[src/rtl/cpu_ctrl_pkg.sv]
// ----------------------------------------------------------------------------
// cpu_ctrl_pkg
// Shared definitions for the multi-cycle ARM32 control FSM:
//   - state_t          : controller state encoding
//   - opcode constants : NOP / HALT encodings, data-processing forms, CMP op
//   - COND_*           : ARM condition-field encodings
//   - select constants : meaning of each datapath mux select value
//   - class decoders   : is_data, is_reg_shifted, is_branch, is_load,
//                        is_store, writes_rd, is_nop, is_halt, is_reserved
// ----------------------------------------------------------------------------
package cpu_ctrl_pkg;

    typedef enum logic [3:0] {
        ST_RESET,
        ST_FETCH,
        ST_DECODE,
        ST_READ_S,
        ST_EXEC,
        ST_MEM,
        ST_WB,
        ST_WB_BASE,
        ST_HALT
    } state_t;

    localparam logic [6:0] OP_NOP  = 7'b0000000;
    localparam logic [6:0] OP_HALT = 7'b0000001;

    // Data-processing forms live in opcode[6:4], the ALU op in opcode[2:0]
    localparam logic [2:0] DP_IMM       = 3'b000;
    localparam logic [2:0] DP_REG       = 3'b001;
    localparam logic [2:0] DP_REG_SHIFT = 3'b011;
    localparam logic [2:0] ALU_CMP      = 3'b010;

    localparam logic [3:0] COND_EQ = 4'b0000;
    localparam logic [3:0] COND_NE = 4'b0001;
    localparam logic [3:0] COND_CS = 4'b0010;
    localparam logic [3:0] COND_CC = 4'b0011;
    localparam logic [3:0] COND_MI = 4'b0100;
    localparam logic [3:0] COND_PL = 4'b0101;
    localparam logic [3:0] COND_VS = 4'b0110;
    localparam logic [3:0] COND_VC = 4'b0111;
    localparam logic [3:0] COND_HI = 4'b1000;
    localparam logic [3:0] COND_LS = 4'b1001;
    localparam logic [3:0] COND_GE = 4'b1010;
    localparam logic [3:0] COND_LT = 4'b1011;
    localparam logic [3:0] COND_GT = 4'b1100;
    localparam logic [3:0] COND_LE = 4'b1101;
    localparam logic [3:0] COND_AL = 4'b1110;
    localparam logic [3:0] COND_NV = 4'b1111;

    localparam logic SEL_PC_PLUS4 = 1'b0;
    localparam logic SEL_PC_ALU   = 1'b1;
    localparam logic MEM_ADDR_PC  = 1'b0;
    localparam logic MEM_ADDR_AR  = 1'b1;
    localparam logic WB_SEL_C     = 1'b0;
    localparam logic WB_SEL_MEM   = 1'b1;
    localparam logic WB_DST_RD    = 1'b0;
    localparam logic WB_DST_RN    = 1'b1;
    localparam logic SEL_ADDR_C   = 1'b0;
    localparam logic SEL_ADDR_A   = 1'b1;

    function automatic logic is_data(input logic [6:0] op);
        return (op[6] == 1'b0) && (op[3] == 1'b1) &&
               ((op[6:4] == DP_IMM) || (op[6:4] == DP_REG) ||
                (op[6:4] == DP_REG_SHIFT));
    endfunction

    function automatic logic is_reg_shifted(input logic [6:0] op);
        return is_data(op) && (op[6:4] == DP_REG_SHIFT);
    endfunction

    function automatic logic is_branch(input logic [6:0] op);
        return op[6:3] == 4'b1000;
    endfunction

    // Two load encodings: PC-relative literal and the general base form
    function automatic logic is_load(input logic [6:0] op);
        return (op[6:3] == 4'b1001) || (op[6:4] == 3'b110);
    endfunction

    function automatic logic is_store(input logic [6:0] op);
        return op[6:4] == 3'b111;
    endfunction

    // CMP only updates flags, so it never gets a register writeback
    function automatic logic writes_rd(input logic [6:0] op);
        return is_data(op) && (op[2:0] != ALU_CMP);
    endfunction

    function automatic logic is_nop(input logic [6:0] op);
        return op == OP_NOP;
    endfunction

    function automatic logic is_halt(input logic [6:0] op);
        return op == OP_HALT;
    endfunction

    function automatic logic is_reserved(input logic [6:0] op);
        return !(is_nop(op) || is_halt(op) || is_data(op) ||
                 is_branch(op) || is_load(op) || is_store(op));
    endfunction

endpackage

[src/rtl/cpu_controller_cond_eval.sv]
// ----------------------------------------------------------------------------
// cond_eval
// Combinational ARM condition-code check.
//   cond   [3:0] in  : instruction condition field
//   status [3:0] in  : current flags, ordered N,Z,C,V
//   pass         out : 1 when the instruction is allowed to execute
// Both AL and the 1111 encoding are treated as always-pass.
// ----------------------------------------------------------------------------
module cond_eval
    import cpu_ctrl_pkg::*;
(
    input  logic [3:0] cond,
    input  logic [3:0] status,
    output logic       pass
);

    logic n;
    logic z;
    logic c;
    logic v;

    assign {n, z, c, v} = status;

    // Standard ARM EQ..AL truth table over the NZCV flags
    always_comb begin
        pass = 1'b1;
        case (cond)
            COND_EQ: pass = z;
            COND_NE: pass = !z;
            COND_CS: pass = c;
            COND_CC: pass = !c;
            COND_MI: pass = n;
            COND_PL: pass = !n;
            COND_VS: pass = v;
            COND_VC: pass = !v;
            COND_HI: pass = c && !z;
            COND_LS: pass = !c || z;
            COND_GE: pass = (n == v);
            COND_LT: pass = (n != v);
            COND_GT: pass = !z && (n == v);
            COND_LE: pass = z || (n != v);
            COND_AL: pass = 1'b1;
            COND_NV: pass = 1'b1;
            default: pass = 1'b1;
        endcase
    end

endmodule

[src/rtl/cpu_controller.sv]
// ----------------------------------------------------------------------------
// cpu_controller
// Multi-cycle control FSM for the ARM32 datapath. One instruction in flight;
// fetch and data accesses use a req/ack handshake with variable latency.
// Inputs : clk, rst_n (sync, active-low), opcode/cond/en_status/P/W from the
//          instruction decoder, status (NZCV), mem_ack.
// Outputs: mem_req, mem_we, mem_addr_sel, load_ir, load_pc, sel_pc,
//          en_A, en_B, en_S, en_C, en_status_reg, wb_en, wb_sel, wb_dst_sel,
//          sel_addr, halted, illegal.
// ----------------------------------------------------------------------------
module cpu_controller
    import cpu_ctrl_pkg::*;
(
    input  logic       clk,
    input  logic       rst_n,
    input  logic [6:0] opcode,
    input  logic [3:0] cond,
    input  logic       en_status,
    input  logic       P,
    input  logic       W,
    input  logic [3:0] status,
    input  logic       mem_ack,
    output logic       mem_req,
    output logic       mem_we,
    output logic       mem_addr_sel,
    output logic       load_ir,
    output logic       load_pc,
    output logic       sel_pc,
    output logic       en_A,
    output logic       en_B,
    output logic       en_S,
    output logic       en_C,
    output logic       en_status_reg,
    output logic       wb_en,
    output logic       wb_sel,
    output logic       wb_dst_sel,
    output logic       sel_addr,
    output logic       halted,
    output logic       illegal
);

    state_t state;
    logic   cond_pass;
    logic   base_wb;

    cond_eval u_cond_eval (
        .cond   (cond),
        .status (status),
        .pass   (cond_pass)
    );

    // Post-index (P=0) always updates the base; pre-index only when W is set
    assign base_wb = W || !P;

    // State register and next-state selection. Memory states wait for
    // mem_ack; a low rst_n parks the FSM in RESET from any state, which
    // abandons an in-flight access without any writeback.
    always_ff @(posedge clk) begin
        if (!rst_n) begin
            state <= ST_RESET;
        end else begin
            case (state)
                ST_RESET:  state <= ST_FETCH;
                ST_FETCH:  if (mem_ack) state <= ST_DECODE;
                ST_DECODE: state <= is_reg_shifted(opcode) ? ST_READ_S : ST_EXEC;
                ST_READ_S: state <= ST_EXEC;
                ST_EXEC: begin
                    if (!cond_pass)
                        state <= ST_FETCH;
                    else if (is_data(opcode))
                        state <= writes_rd(opcode) ? ST_WB : ST_FETCH;
                    else if (is_load(opcode) || is_store(opcode))
                        state <= ST_MEM;
                    else if (is_halt(opcode))
                        state <= ST_HALT;
                    else
                        state <= ST_FETCH;
                end
                ST_MEM: begin
                    if (mem_ack) begin
                        if (is_load(opcode))
                            state <= ST_WB;
                        else
                            state <= base_wb ? ST_WB_BASE : ST_FETCH;
                    end
                end
                ST_WB:      state <= (is_load(opcode) && base_wb) ? ST_WB_BASE : ST_FETCH;
                ST_WB_BASE: state <= ST_FETCH;
                ST_HALT:    state <= ST_HALT;
                default:    state <= ST_RESET;
            endcase
        end
    end

    // Output decode from the current state and the class of the held
    // instruction. Only the fetch strobes look at mem_ack directly so the IR
    // and PC capture in the same cycle the memory returns the word.
    always_comb begin
        mem_req       = 1'b0;
        mem_we        = 1'b0;
        mem_addr_sel  = MEM_ADDR_PC;
        load_ir       = 1'b0;
        load_pc       = 1'b0;
        sel_pc        = SEL_PC_PLUS4;
        en_A          = 1'b0;
        en_B          = 1'b0;
        en_S          = 1'b0;
        en_C          = 1'b0;
        en_status_reg = 1'b0;
        wb_en         = 1'b0;
        wb_sel        = WB_SEL_C;
        wb_dst_sel    = WB_DST_RD;
        sel_addr      = SEL_ADDR_C;
        halted        = 1'b0;
        illegal       = 1'b0;
        case (state)
            ST_FETCH: begin
                mem_req      = 1'b1;
                mem_addr_sel = MEM_ADDR_PC;
                if (mem_ack) begin
                    load_ir = 1'b1;
                    load_pc = 1'b1;
                    sel_pc  = SEL_PC_PLUS4;
                end
            end
            ST_DECODE: begin
                en_A = 1'b1;
                en_B = 1'b1;
            end
            ST_READ_S: en_S = 1'b1;
            ST_EXEC: begin
                illegal = is_reserved(opcode);
                if (cond_pass) begin
                    if (is_data(opcode)) begin
                        en_C          = 1'b1;
                        en_status_reg = en_status;
                    end else if (is_branch(opcode)) begin
                        load_pc = 1'b1;
                        sel_pc  = SEL_PC_ALU;
                    end else if (is_load(opcode) || is_store(opcode)) begin
                        en_C = 1'b1;
                    end
                end
            end
            ST_MEM: begin
                mem_req      = 1'b1;
                mem_addr_sel = MEM_ADDR_AR;
                sel_addr     = P ? SEL_ADDR_C : SEL_ADDR_A;
                mem_we       = is_store(opcode);
            end
            ST_WB: begin
                wb_en      = 1'b1;
                wb_sel     = is_load(opcode) ? WB_SEL_MEM : WB_SEL_C;
                wb_dst_sel = WB_DST_RD;
            end
            ST_WB_BASE: begin
                wb_en      = 1'b1;
                wb_sel     = WB_SEL_C;
                wb_dst_sel = WB_DST_RN;
            end
            ST_HALT: halted = 1'b1;
            default: ;
        endcase
    end

endmodule
[config.mk]
export PLATFORM = sky130hd
export DESIGN_NAME = cpu_controller
export DESIGN_NICKNAME = d
export VERILOG_FILES = /design/src/rtl/cpu_ctrl_pkg.sv /design/src/rtl/cpu_controller_cond_eval.sv /design/src/rtl/cpu_controller.sv
export SDC_FILE = /design/constraint.sdc
export NUM_CORES = 1
export LEC_CHECK = 0
export CORE_ASPECT_RATIO = 1.5
export CORE_UTILIZATION = 40
export CTS_CLUSTER_DIAMETER = 120
export DETAILED_ROUTE_END_ITERATION = 12
export PLACE_DENSITY = 0.79
export SKIP_CTS_REPAIR_TIMING = 1
export SKIP_LAST_GASP = 1
export SLEW_MARGIN = 15
export SYNTH_ARGS = -nofsm -noshare
export SYNTH_HDL_FRONTEND = slang
export SYNTH_SLANG_ARGS = --single-unit
[constraint.sdc]
create_clock -name clk -period 1.9 [get_ports clk]
set_input_delay 0.38 -clock clk [delete_from_list [all_inputs] [get_ports clk]]
set_output_delay 0.38 -clock clk [all_outputs]
set_load 0.02 [all_outputs]
## Yosys cells after proc, flatten, opt, wreduce, memory -nomap -nowiden

Cells that the tools add are included.

- Reduce and logical (&&, ||, !) cells: 34
- Equal/unequal tests: 35
- Muxes and demuxes: 41
- $lt $le $gt $ge: 0
- Add/sub/neg operators: 0
- Bitwise gates (word level): 1
- Multipliers: 0
- Divide/modulo/power cells: 0
- Shift-type cells: 0

Operator list:

| cell | number |
|---|---|
| $eq 4x4->1 const B | 11 |
| $eq 4x3->1 const B | 8 |
| $pmux 4 s8 | 1 |
| $mux 1 | 27 |
| $mux 4 | 6 |
| $eq 4x2->1 const B | 4 |
| $mux 3 | 5 |
| $pmux 1 s15 | 1 |
| $logic_or 1x1->1 | 12 |
| $eq 4x1->1 const B | 2 |
| $logic_not 4->1 | 2 |
| $reduce_or 2->1 | 4 |
| $eq 7x1->1 const B | 1 |
| $logic_and 1x1->1 | 7 |
| $logic_not 7->1 | 1 |
| $eq 3x3->1 const B | 2 |
| $logic_not 1->1 | 6 |
| $ne 2x2->1 const B | 2 |
| $eq 3x1->1 const B | 1 |
| $eq 3x2->1 const B | 1 |
| $logic_not 3->1 | 1 |
| $ne 3x2->1 const B | 1 |
| $pmux 1 s2 | 1 |
| $reduce_and 2->1 | 1 |
| 3 further kinds | 3 |

- Register bits: 4
- Bits in latches: 0
- Memories kept: 0
- Output and inout bits: 17
- ROM bits: 0
- Memory bits (writable): 0
- Word-level logic and storage cells: 112

## Logic depth before layout (Yosys ltp)

- Depth after elaboration: 10
- Mapped depth: 7
- Mapped depth without buffers: 6

## By module

A second synthesis with hierarchy kept.

- Cells, all modules: 112
- Area, all modules: 774.5 um^2

Modules (own cells, without submodules):

| module | times used | area each (um^2) | cells each | sequential area each (um^2) |
|---|---|---|---|---|
| cpu_controller | 1 | 573.0 | 83 | 80.1 |
| cond_eval | 1 | 201.4 | 29 | 0.0 |

## Least setup slack after synthesis

OpenSTA, ideal clock, no wires.

- Path kind: register to output
- Start: register state[1]
- End: output load_pc
- Arrival time: 1858 ps
- Data required time: 1520 ps
- Buffers on the path: 1
- Path slack: -338 ps
- Stages on the path, launching flop included: 5
- Cells stage by stage: dfxtp_1 > buf_2 > nand2b_1 > nor4b_1 > o21bai_1

- Word-level cells in the longest chain between the ends: 2
- Elaborated cells on any way between the ends: 3
- Those cells by class: eq/ne (2); mux (1)

RTL lines:

| item | RTL line | text |
|---|---|---|
| start, declared | cpu_controller.sv:42 | `state_t state;` |
| start signal, assigned | cpu_controller.sv:65 | `ST_DECODE: state <= is_reg_shifted(opcode) ? ST_READ_S : ST_EXEC;` |
| start signal, assigned | cpu_controller.sv:71 | `state <= writes_rd(opcode) ? ST_WB : ST_FETCH;` |
| start signal, assigned | cpu_controller.sv:84 | `state <= base_wb ? ST_WB_BASE : ST_FETCH;` |
| $eq 4x3->1 or $eq 4x1->1 (tied branches) | cpu_controller.sv:116 | `case (state)` |
| $pmux 1 s2 * | cpu_controller.sv:116 |  |
| end, declared | cpu_controller.sv:27 | `output logic load_pc,` |

Mark *: on every way between the ends. The rest lies on a longest branch, timed or not.

## Final worst setup path

- Start: register state[2]
- End: output en_B

- Word-level cells in the longest chain between the ends: 2

RTL lines:

| item | RTL line | text |
|---|---|---|
| $eq 4x2->1 | cpu_controller.sv:116 |  |
| $mux 1 | cpu_controller.sv:116 |  |
| end, declared | cpu_controller.sv:30 | `output logic en_B,` |

No other way between the ends.

==> impl_metrics.py <==
metrics = {
    "yosys": {
        "yosysTopAreaCellShare_pct": 10.2,
        "synth_area_sq_um": 785,
        "netlist-cell-type-count": 48,
        "syn_nets": 131,
        "async_reset_ff_share_pct": 0,
        "synth_area_leaders": "dfxtp_1 (10%), nor2_1 (7.2%), nand2_1 (5.3%)",
        "synth-edff-count": 0,
        "synth.most_common_cell": "nor2_1",
        "avgSynthCellArea_sq_um": 7.13,
        "synth_area_leader_cell": "dfxtp_1",
        "synth_ff_type": "dfxtp_1",
        "yosys-top-cells-count": "nor2_1 (15), nand2_1 (11), a21oi_1 (7), nand2b_1 (6)",
        "synthCells": 110,
        "yosysSeqAreaShare_pct": 10.2,
        "yosysWarningCount": 0,
        "synth-seq-cells": 4,
    },
    "grt": {
        "grt_pass1_vias": 991,
        "grt_overflow_total": 0,
        "track_usage_pct": 23.7,
        "antenna_found_initial": 1,
        "grt_max_degree": 12,
        "grt_pass1_wl_um": 3870,
    },
    "power_and_ir_drop": {
        "clkPwrFrac_pct": 16.3,
        "p_per_area_nw_per_um2": 395,
        "ir_drop_mv": 0.422,
        "switchingPower_w": 0.000244,
        "p_seq_share_pct": 17.0,
        "internal-power_w": 0.000369,
        "combPwrFrac_pct": 66.7,
        "swShare_pct": 39.8,
        "p_leak_nw": 0.851,
    },
    "floorplan": {
        "dieArea_sq_um": 2150,
        "start_util_pct": 42.9,
        "chipWidth_um": 38.2,
        "die_h_um": 56.2,
        "ios": 38,
        "core_sq_um": 1830,
        "rows": 19,
    },
    "placed_design": {
        "io_buffers": 37,
        "pre_cts_slack_ns": -0.904,
        "dp_hpwl_um": 2000,
        "dp_cells": 190,
        "place_congestion": 0.857,
    },
    "critical_path": {
        "cpMostUsedCell": "nor2_1",
        "slowest_stage": "clkdlybuf4s50_1",
        "path_cells": "buf_4 -> nor2_1 -> nand2_1 -> nor2_1 -> clkdlybuf4s50_1",
        "critPathCaptureType": "primary output",
        "cp_max_fo": 9,
        "path_buf_inv": 2,
        "crit_required_ns": 1.52,
        "crit_family": "buffers and inverters",
        "critPathKind": "flip-flop to primary output",
        "critPathLaunchType": "flip-flop",
        "crit_arrival_ns": 1.78,
        "slowest_delay_ns": 0.64,
    },
    "timing": {
        "finalCriticalPeriod_ns": 2.16,
        "finalCritPeriodShare_pct": 114,
        "maxSlewHeadroom_pct": 72.6,
        "setup_violations": 6,
        "slew_viol_final": 0,
        "rsz0062_at_grt": "true",
        "worstMarginPinSlew_ns": 0.406,
        "hold_viol_final": 0,
        "worst_slack_ns": -0.259,
        "finClkSkew_ns": 0.00325,
        "fmax_mhz": 463,
    },
    "routing": {
        "avgRoutedWirePerCell_um": 16.3,
        "vias": 1127,
        "ant_nets": 0,
        "drtIter0Drc": 45,
        "via_per_inst": 5.75,
        "drcViolationCount": 0,
        "wirelength_um": 3190,
        "dr.pass1.iters": 4,
    },
    "cells_and_area": {
        "post-route-util_pct": 84.8,
        "largest_reg_flops": 4,
        "reg_top3": "state x4",
        "fin_cells": 196,
        "top_register": "state",
        "fin_nets": 197,
        "area_growth_pct": 97.8,
        "fillers": 106,
        "layout-drive-gt1-share_pct": 41.4,
    },
    "job": {
        "drv_cap": 0,
    },
    "clock_tree": {
        "path_clk_slew_ns": 0.04,
        "clk_path_buf_depth": 2,
        "clockRootBuffer": "clkbuf_4",
        "cts.sinks": 4,
        "h-tree-depth": 1,
        "tritoncts": "built",
        "clock_latency_ns": 0.23,
        "cts_inserted_buffers": 3,
    },
    "hold_path": {
        "hold_path.class": "flip-flop to flip-flop",
    },
    "status": {
        "failed_checks": "negative setup slack",
        "status": "finished with violations",
    },
}
[final cells by class]
type	count	area, sq um	share of cell area (%)
inverter	1	3.75	0.242
timing repair buffer	68	648	41.8
multi-input combinational	98	768	49.5
sequential	4	80.1	5.16
antenna	1	2.50	0.161
clock buffer	3	22.5	1.45
tap	21	26.3	1.69
[power groups by stage]
stage	Combinational [W]	Clock [W]	Sequential [W]
floorplan	0.000196	0	0.000100
global placement	0.000362	0	0.000104
detailed placement	0.000368	0	0.000105
CTS	0.000369	0.000104	0.000104
global route	0.000437	0.000110	0.000104
finish	0.000409	0.0000999	0.000104
[logic make-up (layout without fill, tap and decap cells)]
logic type / Yosys count / in the layout / synth area share (%)
flip-flops: 4 / 4 / 10.2
AND/OR/NAND/NOR: 61 / 61 / 46.1
multiplexers: 2 / 2 / 3.19
AO/OA/AOI/OAI: 32 / 32 / 30.5
other: 0 / 1 / 0
XOR/XNOR: 3 / 3 / 3.35
buffers and inverters: 8 / 72 / 6.70
[through the flow]
step	instance area [sq um]	hold slack (ns)	TNS, ns	total power (W)
2_1_floorplan	791	0.498	-0.0281	0.000296
5_1_grt	1550	0.802	-1.37	0.000651
4_1_cts	1380	0.737	-7.20	0.000577
3_5_place_dp	1360	0.733	-6.37	0.000472
6_report	1550	0.752	-1.08	0.000614
3_3_place_gp	1360	0.718	-5.95	0.000466
[per-layer routing]
| metal | global-route usage, % | vias to the layer above | share of wire, % |
|---|---|---|---|
| li1 | - | 539 | - |
| met1 | 24.8 | 527 | 36 |
| met4 | 3.06 | 0 | 3.5 |
| met3 | 2.40 | 11 | 3.6 |
| met5 | 0 | - | 0 |
| met2 | 47.2 | 50 | 56 |
[worst min-delay path, cell delays in order, from the launching register on]
cell and delay [ns]:
dfxtp_1 0.31, buf_4 0.16, a21oi_1 0.13, o21a_1 0.13
[cell usage in the layout, fill, tap and decap left out, types with 4 or more instances in the layout]
cell / n
buf_4: 29
nand2b_1: 6
buf_6: 6
dfxtp_1: 4
nor2_1: 12
clkdlybuf4s50_1: 8
a21oi_1: 6
dlymetal6s2s_1: 19
o21a_1: 4
nor2_4: 5
nand2_1: 8
[path summary, 6_finish.rpt]
kind	start	to	slack [ns]	cells past startpoint
hold reg to reg	state[3]	state[0]	0.75	3
hold / removal	state[3]	state[0]	0.75	3
setup / recovery	state[2]	en_B	-0.26	5
setup reg to reg	state[2]	state[2]	0.26	6
No activity file was read; power rests on OpenSTA's default activity.
